--- src/rtl/fir_sample_controller.sv ---
// ---------------------------------------------------------------------------
// fir_sample_controller
//
// Moore controller that sequences a 4-tap FIR datapath (16-entry register
// file plus multiplier/adder) and a 1000-sample counter.
//   * lc pulses load coefficients F0..F3 into R6..R9 (LC0 also clears the
//     sample counter).
//   * each dr pulse stores a new sample into R5, shifts the history R1..R4,
//     and accumulates R0 = +R1*F0 - R2*F1 + R3*F2 - R4*F3.
//   * a datapath overflow or a dr that drops before the store completes
//     parks the FSM in EIDLE with err asserted.
//
// Register map: R0 accumulator, R1..R4 sample history (R1 oldest),
//               R5 new sample, R6..R9 coefficients, R10 product temp.
//
// Optional feature: define ONE_K_AUTOCLR_EN to add a RESTART state that
// clears the sample counter after the sample on which one_k_samples is set.
// Without it, one_k_samples is ignored.
//
// Ports:
//   clk            system clock, rising edge
//   n_reset        synchronous active-low reset
//   dr             data ready (sample on datapath input bus)
//   lc             load coefficient (coefficient on datapath input bus)
//   overflow       datapath overflow for the op presented this cycle
//   one_k_samples  rollover flag from the sample counter
//   cnt_up         one-cycle count enable to the sample counter
//   clear          one-cycle synchronous clear to the sample counter
//   modwait        registered busy flag to the host
//   err            high while in EIDLE
//   op             datapath opcode (NOP/COPY/LOAD1/LOAD2/ADD/SUB/MUL)
//   src1, src2     operand register selects
//   dest           destination register select
// ---------------------------------------------------------------------------
module fir_sample_controller #(
    parameter int OP_W  = 3,
    parameter int REG_W = 4
) (
    input  logic             clk,
    input  logic             n_reset,
    input  logic             dr,
    input  logic             lc,
    input  logic             overflow,
    input  logic             one_k_samples,
    output logic             cnt_up,
    output logic             clear,
    output logic             modwait,
    output logic             err,
    output logic [OP_W-1:0]  op,
    output logic [REG_W-1:0] src1,
    output logic [REG_W-1:0] src2,
    output logic [REG_W-1:0] dest
);

    // Datapath opcodes
    localparam logic [OP_W-1:0] OP_NOP   = OP_W'(0);
    localparam logic [OP_W-1:0] OP_COPY  = OP_W'(1);
    localparam logic [OP_W-1:0] OP_LOAD1 = OP_W'(2);
    localparam logic [OP_W-1:0] OP_LOAD2 = OP_W'(3);
    localparam logic [OP_W-1:0] OP_ADD   = OP_W'(4);
    localparam logic [OP_W-1:0] OP_SUB   = OP_W'(5);
    localparam logic [OP_W-1:0] OP_MUL   = OP_W'(6);

    // Register file indices
    localparam logic [REG_W-1:0] R_ACC  = REG_W'(0);
    localparam logic [REG_W-1:0] R_H1   = REG_W'(1);
    localparam logic [REG_W-1:0] R_H2   = REG_W'(2);
    localparam logic [REG_W-1:0] R_H3   = REG_W'(3);
    localparam logic [REG_W-1:0] R_H4   = REG_W'(4);
    localparam logic [REG_W-1:0] R_NEW  = REG_W'(5);
    localparam logic [REG_W-1:0] R_F0   = REG_W'(6);
    localparam logic [REG_W-1:0] R_F1   = REG_W'(7);
    localparam logic [REG_W-1:0] R_F2   = REG_W'(8);
    localparam logic [REG_W-1:0] R_F3   = REG_W'(9);
    localparam logic [REG_W-1:0] R_PROD = REG_W'(10);

    typedef enum logic [4:0] {
        IDLE,
        LC0, WAIT0, LC1, WAIT1, LC2, WAIT2, LC3,
        STORE, ZERO,
        SORT1, SORT2, SORT3, SORT4,
        MUL1, ADD1, MUL2, SUB2, MUL3, ADD3, MUL4, SUB4,
        EIDLE,
        RESTART
    } state_t;

    state_t state_q;
    state_t state_d;
    logic   modwait_q;
    logic   modwait_d;

    // Host-visible busy classification; everything that is not a resting
    // state keeps the host off the bus.
    function automatic logic is_busy(input state_t s);
        return !(s inside {IDLE, WAIT0, WAIT1, WAIT2, EIDLE});
    endfunction

`ifndef ONE_K_AUTOCLR_EN
    logic unused_one_k;
    assign unused_one_k = one_k_samples;
`endif

    // ------------------------------------------------------------------
    // Next-state logic
    // ------------------------------------------------------------------
    always_comb begin
        state_d = state_q;
        case (state_q)
            IDLE: begin
                if (lc)      state_d = LC0;
                else if (dr) state_d = STORE;
            end
            LC0:   state_d = WAIT0;
            LC1:   state_d = WAIT1;
            LC2:   state_d = WAIT2;
            LC3:   state_d = IDLE;
            // dr is deliberately ignored until all four coefficients land
            WAIT0: if (lc) state_d = LC1;
            WAIT1: if (lc) state_d = LC2;
            WAIT2: if (lc) state_d = LC3;
            // A dr that is gone by the end of STORE means the sample was lost
            STORE: state_d = dr ? ZERO : EIDLE;
            ZERO:  state_d = SORT1;
            SORT1: state_d = SORT2;
            SORT2: state_d = SORT3;
            SORT3: state_d = SORT4;
            SORT4: state_d = MUL1;
            MUL1:  state_d = overflow ? EIDLE : ADD1;
            ADD1:  state_d = overflow ? EIDLE : MUL2;
            MUL2:  state_d = overflow ? EIDLE : SUB2;
            SUB2:  state_d = overflow ? EIDLE : MUL3;
            MUL3:  state_d = overflow ? EIDLE : ADD3;
            ADD3:  state_d = overflow ? EIDLE : MUL4;
            MUL4:  state_d = overflow ? EIDLE : SUB4;
            SUB4: begin
                if (overflow) begin
                    state_d = EIDLE;
                end else begin
`ifdef ONE_K_AUTOCLR_EN
                    state_d = one_k_samples ? RESTART : IDLE;
`else
                    state_d = IDLE;
`endif
                end
            end
            RESTART: state_d = IDLE;
            EIDLE: begin
                if (lc)      state_d = LC0;
                else if (dr) state_d = STORE;
            end
            default: state_d = IDLE;
        endcase
    end

    // modwait is registered from the upcoming state so the host sees busy
    // aligned with the state itself, with no combinational input path.
    always_comb begin
        modwait_d = is_busy(state_d);
    end

    always_ff @(posedge clk) begin
        if (!n_reset) begin
            state_q   <= IDLE;
            modwait_q <= 1'b0;
        end else begin
            state_q   <= state_d;
            modwait_q <= modwait_d;
        end
    end

    assign modwait = modwait_q;

    // ------------------------------------------------------------------
    // Moore outputs
    // ------------------------------------------------------------------
    always_comb begin
        cnt_up = 1'b0;
        clear  = 1'b0;
        err    = 1'b0;
        op     = OP_NOP;
        src1   = R_ACC;
        src2   = R_ACC;
        dest   = R_ACC;
        case (state_q)
            LC0: begin op = OP_LOAD2; dest = R_F0; clear = 1'b1; end
            LC1: begin op = OP_LOAD2; dest = R_F1; end
            LC2: begin op = OP_LOAD2; dest = R_F2; end
            LC3: begin op = OP_LOAD2; dest = R_F3; end
            STORE: begin op = OP_LOAD1; dest = R_NEW; cnt_up = 1'b1; end
            // R0 - R0 zeroes the accumulator without a dedicated opcode
            ZERO:  begin op = OP_SUB; end
            SORT1: begin op = OP_COPY; src1 = R_H2;  dest = R_H1; end
            SORT2: begin op = OP_COPY; src1 = R_H3;  dest = R_H2; end
            SORT3: begin op = OP_COPY; src1 = R_H4;  dest = R_H3; end
            SORT4: begin op = OP_COPY; src1 = R_NEW; dest = R_H4; end
            MUL1:  begin op = OP_MUL; src1 = R_H1; src2 = R_F0; dest = R_PROD; end
            ADD1:  begin op = OP_ADD; src2 = R_PROD; end
            MUL2:  begin op = OP_MUL; src1 = R_H2; src2 = R_F1; dest = R_PROD; end
            SUB2:  begin op = OP_SUB; src2 = R_PROD; end
            MUL3:  begin op = OP_MUL; src1 = R_H3; src2 = R_F2; dest = R_PROD; end
            ADD3:  begin op = OP_ADD; src2 = R_PROD; end
            MUL4:  begin op = OP_MUL; src1 = R_H4; src2 = R_F3; dest = R_PROD; end
            SUB4:  begin op = OP_SUB; src2 = R_PROD; end
            RESTART: begin clear = 1'b1; end
            EIDLE:   begin err = 1'b1; end
            default: begin end
        endcase
    end

endmodule
--- config.mk ---
export PLATFORM = sky130hd
export DESIGN_NAME = fir_sample_controller
export DESIGN_NICKNAME = d
export VERILOG_FILES = /design/src/rtl/fir_sample_controller.sv
export SDC_FILE = /design/constraint.sdc
export NUM_CORES = 1
export LEC_CHECK = 0
export BUFFER_PORTS_ARGS = -buffer_cell sky130_fd_sc_hd__buf_4
export CAP_MARGIN = 20
export CORE_UTILIZATION = 51
export CTS_CLUSTER_SIZE = 12
export DETAILED_ROUTE_END_ITERATION = 12
export GPL_TIMING_DRIVEN = 1
export HOLD_SLACK_MARGIN = 0.05
export PLACE_DENSITY = 0.84
export SYNTH_ARGS = -nofsm -noshare
export SYNTH_HDL_FRONTEND = slang
export SYNTH_SLANG_ARGS = --single-unit
export TNS_END_PERCENT = 100
--- constraint.sdc ---
create_clock -name clk -period 2.5 [get_ports clk]
set_input_delay 0 -clock clk [delete_from_list [all_inputs] [get_ports clk]]
set_output_delay 0 -clock clk [all_outputs]
set_load 0.005 [all_outputs]
After elaboration in Yosys (flattened, before gate mapping). Cells that the tools add are included.

Equal/unequal tests: 27. Muxes and demuxes: 22. Reductions and logical operators: 15.

Operators by type and width (count): 5-bit case mux with 21 select lines (1); 5-bit equality test, second input constant (9); 5-bit by 4-bit equality test with 1-bit output, second input constant (8); 5-bit 2-to-1 mux (8); 4-bit case mux with 10 select lines (1); 5-bit by 3-bit equality test with 1-bit output, second input constant (6); 4-bit case mux with 5 select lines (1); 3-bit case mux with 6 select lines (1); 4-bit OR reduction (4); 5-bit by 2-bit equality test with 1-bit output, second input constant (3); 3-bit case mux with 5 select lines (1); 3-bit 2-to-1 mux (4); 2-bit OR reduction (6); 5-bit zero test (2); 5-bit by 1-bit equality test with 1-bit output, second input constant (1); 5-bit nonzero test (1); 2-bit 2-to-1 mux (2); 1-bit 2-to-1 mux (3); 3-bit OR reduction (1); 1-bit zero test (1).

Register bits: 6. Bits of input ports: 6. Output and inout bits: 19. Logic and storage cells: 66.

Longest topological paths before layout.
Depth in word-level cells: 6. Gate-level depth with buffers: 7. Mapped depth without buffers: 5.

Least setup slack after synthesis. OpenSTA, ideal clock, no wires.

Kind: register to register. Start: register state_q[1]. End: register modwait_q, in the netlist modwait. Library setup time: 0.120 ns. Data arrival time: 1.623 ns. Required time: 2.380 ns. Path slack: 0.757 ns. Stages on the path, launching flop included: 6. Buffers on the path: 0. Clock period less this slack: 1.743 ns. Cell sequence: dfxtp_1 -> or4b_4 -> or3_1 -> o211ai_2 -> o21ai_1 -> a211o_1.

Cells in the longest elaborated chain, start to end: 6. Elaborated cells on any way between the ends: 36. Those cells by class: eq/ne (25); mux (6); reduce/logical (5).

RTL lines: start: declaration (line 87) `state_t state_q;`; start signal: assignment (line 166) `state_q <= state_d;`; 5-bit equality test (tied with other cells) (line 108) `case (state_q)`; 2-bit OR reduction (no source line) / 5-bit 2-to-1 mux (equally long branches); 5-bit case mux with 21 select lines (*) (line 108); 5-bit by 2-bit equality test with 1-bit output (tied with other cells) (line 95) `return !(s inside {IDLE, WAIT0, WAIT1, WAIT2, EIDLE});`; 5-bit nonzero test (*) (line 95); 1-bit zero test (*) (line 95); end signal: assignment (line 167) `modwait_q <= modwait_d;`; end: declaration (line 89) `logic modwait_q;`.

Every way passes the cells marked *; elsewhere a longest branch is shown, timed or not. A chain may end at the register's enable or synchronous reset.

Worst setup path in the final report. Ends and elaborated chain as after synthesis.

==> run_summary.xml <==
<?xml version="1.0" encoding="UTF-8"?>
<metrics>
  <group name="synthesis">
    <metric name="ys_warn_count" unit="">0</metric>
    <metric name="synth_largest_type_area_fraction" unit="%">14.24</metric>
    <metric name="yosys-top-cells-count" unit="">sky130_fd_sc_hd__nor2_1, sky130_fd_sc_hd__a21oi_1, sky130_fd_sc_hd__nand2_1, sky130_fd_sc_hd__clkbuf_1</metric>
    <metric name="yosysSeqAreaShare" unit="%">14.24</metric>
    <metric name="yosys.area.top_type" unit="">sky130_fd_sc_hd__dfxtp_1</metric>
    <metric name="synth_area_per_cell" unit="um^2">6.389</metric>
    <metric name="synthesis.instances" unit="">132</metric>
    <metric name="netlist_area" unit="um^2">843.3</metric>
    <metric name="count_of_state_elements_after_synthesis" unit="">6</metric>
    <metric name="synth.distinct_cells" unit="">42</metric>
    <metric name="share_of_synthesized_registers_carrying_an_async_set_or_reset" unit="%">0</metric>
    <metric name="synth-edff-count" unit="">0</metric>
    <metric name="synth.most_common_cell" unit="">sky130_fd_sc_hd__nor2_1</metric>
    <metric name="ys_top_cells_by_area" unit="">sky130_fd_sc_hd__dfxtp_1, sky130_fd_sc_hd__a21oi_1, sky130_fd_sc_hd__nor2_1</metric>
    <metric name="synth_flop_cell" unit="">sky130_fd_sc_hd__dfxtp_1</metric>
    <metric name="syn_nets" unit="">138</metric>
  </group>
  <group name="clocking">
    <metric name="clock_path_buffers" unit="">2</metric>
    <metric name="root_buffer" unit="">sky130_fd_sc_hd__clkbuf_4</metric>
    <metric name="clkSlewWorstSetupHoldPaths" unit="ns">0.04</metric>
    <metric name="clock_sinks" unit="">6</metric>
    <metric name="post_cts_setup_driven_buffer_insertion_count" unit="">0</metric>
    <metric name="cts_resized" unit="">0</metric>
    <metric name="clkLatencyLatePin" unit="ns">0.24</metric>
    <metric name="cts_buffers" unit="">3</metric>
    <metric name="clock_tree.htree_level_count" unit="">1</metric>
    <metric name="cts_tree" unit="">done</metric>
    <metric name="cts.hold.buffers_added" unit="">0</metric>
  </group>
  <group name="worst_setup_path">
    <metric name="worst_ep_arrival_time" unit="ns">2.10</metric>
    <metric name="setup.worst_path.start_class" unit="">register</metric>
    <metric name="r2r-start" unit="">state_q[1]$_SDFF_PN0_</metric>
    <metric name="critical_path.cell_chain" unit="">or4b_4, or3_1, o211ai_2, o21ai_1, a211o_1</metric>
    <metric name="timing.setup.critical_path_class" unit="">register to register</metric>
    <metric name="regToRegSetupSlack" unit="ns">0.53</metric>
    <metric name="critPathCaptureType" unit="">register</metric>
    <metric name="critical-path-top-delay-family" unit="">simple AND/OR/NAND/NOR gates</metric>
    <metric name="crit_path_start" unit="">state_q[1]$_SDFF_PN0_</metric>
    <metric name="critical_path.n_buffers_inverters" unit="">0</metric>
    <metric name="ff2ff_path_depth" unit="">5</metric>
    <metric name="cp_max_fo" unit="">14</metric>
    <metric name="r2r_end" unit="">modwait$_SDFF_PN0_</metric>
    <metric name="critPathSlowestCell" unit="">sky130_fd_sc_hd__or4b_4</metric>
    <metric name="worst_path_largest_cell_delay" unit="ns">0.58</metric>
    <metric name="timing.critical_path.required" unit="ns">2.63</metric>
  </group>
  <group name="drt">
    <metric name="wl_per_cell" unit="um">14.11</metric>
    <metric name="wl_met2" unit="um">1149</metric>
    <metric name="dr.first_iter.drc_count" unit="">30</metric>
    <metric name="detail_route.first_pass.iterations" unit="">4</metric>
    <metric name="routedLengthMet1" unit="um">995</metric>
    <metric name="via_count" unit="">1037</metric>
    <metric name="drc" unit="">0</metric>
    <metric name="vias_per_cell" unit="">6.362</metric>
    <metric name="highest-signal-layer" unit="">met4</metric>
    <metric name="totalWireLength" unit="um">2300</metric>
    <metric name="dr_wl_met3" unit="um">142</metric>
    <metric name="final_antenna_net_count" unit="">0</metric>
  </group>
  <group name="timing">
    <metric name="fin_tns_setup" unit="ns">0</metric>
    <metric name="max_clock_freq" unit="GHz">0.5084</metric>
    <metric name="finalCriticalPeriod" unit="ns">1.967</metric>
    <metric name="finalCritPeriodShare" unit="%">78.68</metric>
    <metric name="report.final.slew_viol_count" unit="">0</metric>
    <metric name="setup_viol" unit="">0</metric>
    <metric name="worst_clock_skew" unit="ns">0.004496</metric>
    <metric name="rsz0062_at_grt" unit="">no</metric>
    <metric name="fin_ws" unit="ns">0.5330</metric>
    <metric name="timing.final.hold_violations" unit="">0</metric>
  </group>
  <group name="grt">
    <metric name="grt_start_max_net_pins" unit="">31</metric>
    <metric name="global_route_wire_length_before_repair" unit="um">3960</metric>
    <metric name="via_count_of_the_first_global_routing_pass" unit="">908</metric>
    <metric name="antenna_found_initial" unit="">0</metric>
    <metric name="globalRoute.totalOverflow" unit="">0</metric>
    <metric name="grt_use_total" unit="%">27.57</metric>
  </group>
  <group name="pwr">
    <metric name="max-vdd-ir-drop" unit="mV">0.5185</metric>
    <metric name="power" unit="uW">772.8</metric>
    <metric name="leakage" unit="uW">0.0004164</metric>
    <metric name="pwr_density_cell" unit="nW/um^2">753.3</metric>
  </group>
  <group name="run">
    <metric name="drv_cap" unit="">0</metric>
  </group>
  <group name="place">
    <metric name="io_buffers" unit="">22</metric>
    <metric name="placement.cell_area" unit="um^2">1003</metric>
    <metric name="placement.setup.worst_slack" unit="ns">0.5661</metric>
    <metric name="hpwlAfterDp" unit="um">1632</metric>
    <metric name="place.gp.congestion" unit="">0.8913</metric>
    <metric name="placed_cells_incl_taps" unit="">160</metric>
  </group>
  <group name="cells_and_area">
    <metric name="fin_area" unit="um^2">1026</metric>
    <metric name="finish.net_count" unit="">155</metric>
    <metric name="layout-drive-gt1-share" unit="%">23.81</metric>
    <metric name="antenna_cells_inserted" unit="">0</metric>
    <metric name="synthToLayoutAreaGrowth" unit="%">21.66</metric>
    <metric name="layout.cells.non_filler" unit="">163</metric>
  </group>
  <group name="floorplanning">
    <metric name="die_width" unit="um">42.67</metric>
    <metric name="placement_rows" unit="">14</metric>
    <metric name="fp.dieArea" unit="um^2">1820</metric>
    <metric name="initial_core_utilization" unit="%">55.34</metric>
    <metric name="design.core.area" unit="um^2">1524</metric>
    <metric name="floorplan.io_pins" unit="">25</metric>
    <metric name="die-height" unit="um">42.67</metric>
  </group>
  <group name="worst_hold_path">
    <metric name="timing.hold.worst.class" unit="">input pin to register</metric>
    <metric name="hold_start" unit="">dr</metric>
    <metric name="hold_path_end" unit="">state_q[3]$_SDFF_PN0_</metric>
    <metric name="worstHoldPathCells" unit="">3</metric>
  </group>
  <group name="outcome">
    <metric name="status" unit="">complete, no violations</metric>
  </group>
</metrics>
## flip-flops by register name, indices dropped and copies added, names as in the netlist
register and cells:
state_q 5, modwait 1
## through the flow
| stage | utilization [%] | hold WS [ns] |
|---|---|---|
| 3_5_place_dp | 65.85 | 0.3503 |
| 3_3_place_gp | 65.85 | 0.3411 |
| 6_report | 67.32 | 0.1011 |
| 2_1_floorplan | - | 0.1795 |
| 4_1_cts | 67.32 | 0.09529 |
| 5_1_grt | 67.32 | 0.1212 |
## report_power, final
part	switching [uW]	total, uW	internal, uW
registers	46.4	169	122
logic	281	519	238
clock network	31.2	85.3	54.0
## routing by layer
layer | vias up | track usage (%)
met5 | - | 0
met1 | 483 | 36.20
met3 | 2 | 3.404
met2 | 37 | 45.15
met4 | 0 | 11.25
li1 | 515 | -
## layout make-up
| cell class | count | area (um^2) |
|---|---|---|
| clock buffers | 3 | 22.52 |
| inverters | 1 | 3.754 |
| repair buffers | 28 | 210.2 |
| multi-input cells | 109 | 649.4 |
| fillers | 141 | 498.0 |
| well taps | 16 | 20.02 |
| flip-flops and latches | 6 | 120.1 |
## cell usage in the layout (no fill, tap or decap), types with 2 or more instances in the layout
cell	n
sky130_fd_sc_hd__nand2b_1	4
sky130_fd_sc_hd__nor3_1	5
sky130_fd_sc_hd__clkbuf_4	3
sky130_fd_sc_hd__o211ai_1	2
sky130_fd_sc_hd__a311oi_1	2
sky130_fd_sc_hd__o21ai_0	7
sky130_fd_sc_hd__nor4b_1	2
sky130_fd_sc_hd__and2_1	2
sky130_fd_sc_hd__o221ai_1	2
sky130_fd_sc_hd__a22oi_1	2
sky130_fd_sc_hd__nand2_1	9
sky130_fd_sc_hd__nand3b_1	3
sky130_fd_sc_hd__nand4_1	2
sky130_fd_sc_hd__o31ai_1	2
sky130_fd_sc_hd__a21oi_1	13
sky130_fd_sc_hd__o21a_1	5
sky130_fd_sc_hd__nor2_1	16
sky130_fd_sc_hd__nor2b_1	7
sky130_fd_sc_hd__buf_4	28
sky130_fd_sc_hd__nand3_1	3
sky130_fd_sc_hd__o22ai_1	4
sky130_fd_sc_hd__dfxtp_1	6
## kinds of logic after synthesis
group | after synthesis | synth area share [%]
adder cells (fa/ha/maj) | 1 | 1.187
buffers and inverters | 17 | 8.754
AO/OA/AOI/OAI | 47 | 36.94
other | 1 | 0.4447
flip-flops | 6 | 14.24
XOR/XNOR | 1 | 1.039
AND/OR/NAND/NOR | 59 | 37.39
## worst reg2reg max path, delay by kind of cell, from the launching register on
kind | cells | cell delay (ns)
AO/OA/AOI/OAI | 3 | 0.49
AND/OR/NAND/NOR | 2 | 0.92
flip-flops | 1 | 0.44
## how the worst max path moves through the flow
stage / cells after the start / slack, ns / to
floorplan: 5 / 0.76 / modwait$_SDFF_PN0_
global placement: 5 / 0.58 / modwait$_SDFF_PN0_
detailed placement: 5 / 0.57 / modwait$_SDFF_PN0_
CTS: 5 / 0.55 / modwait$_SDFF_PN0_
global route: 5 / 0.45 / modwait$_SDFF_PN0_
finish: 5 / 0.53 / modwait$_SDFF_PN0_
Power figures use the tool's default switching activity.
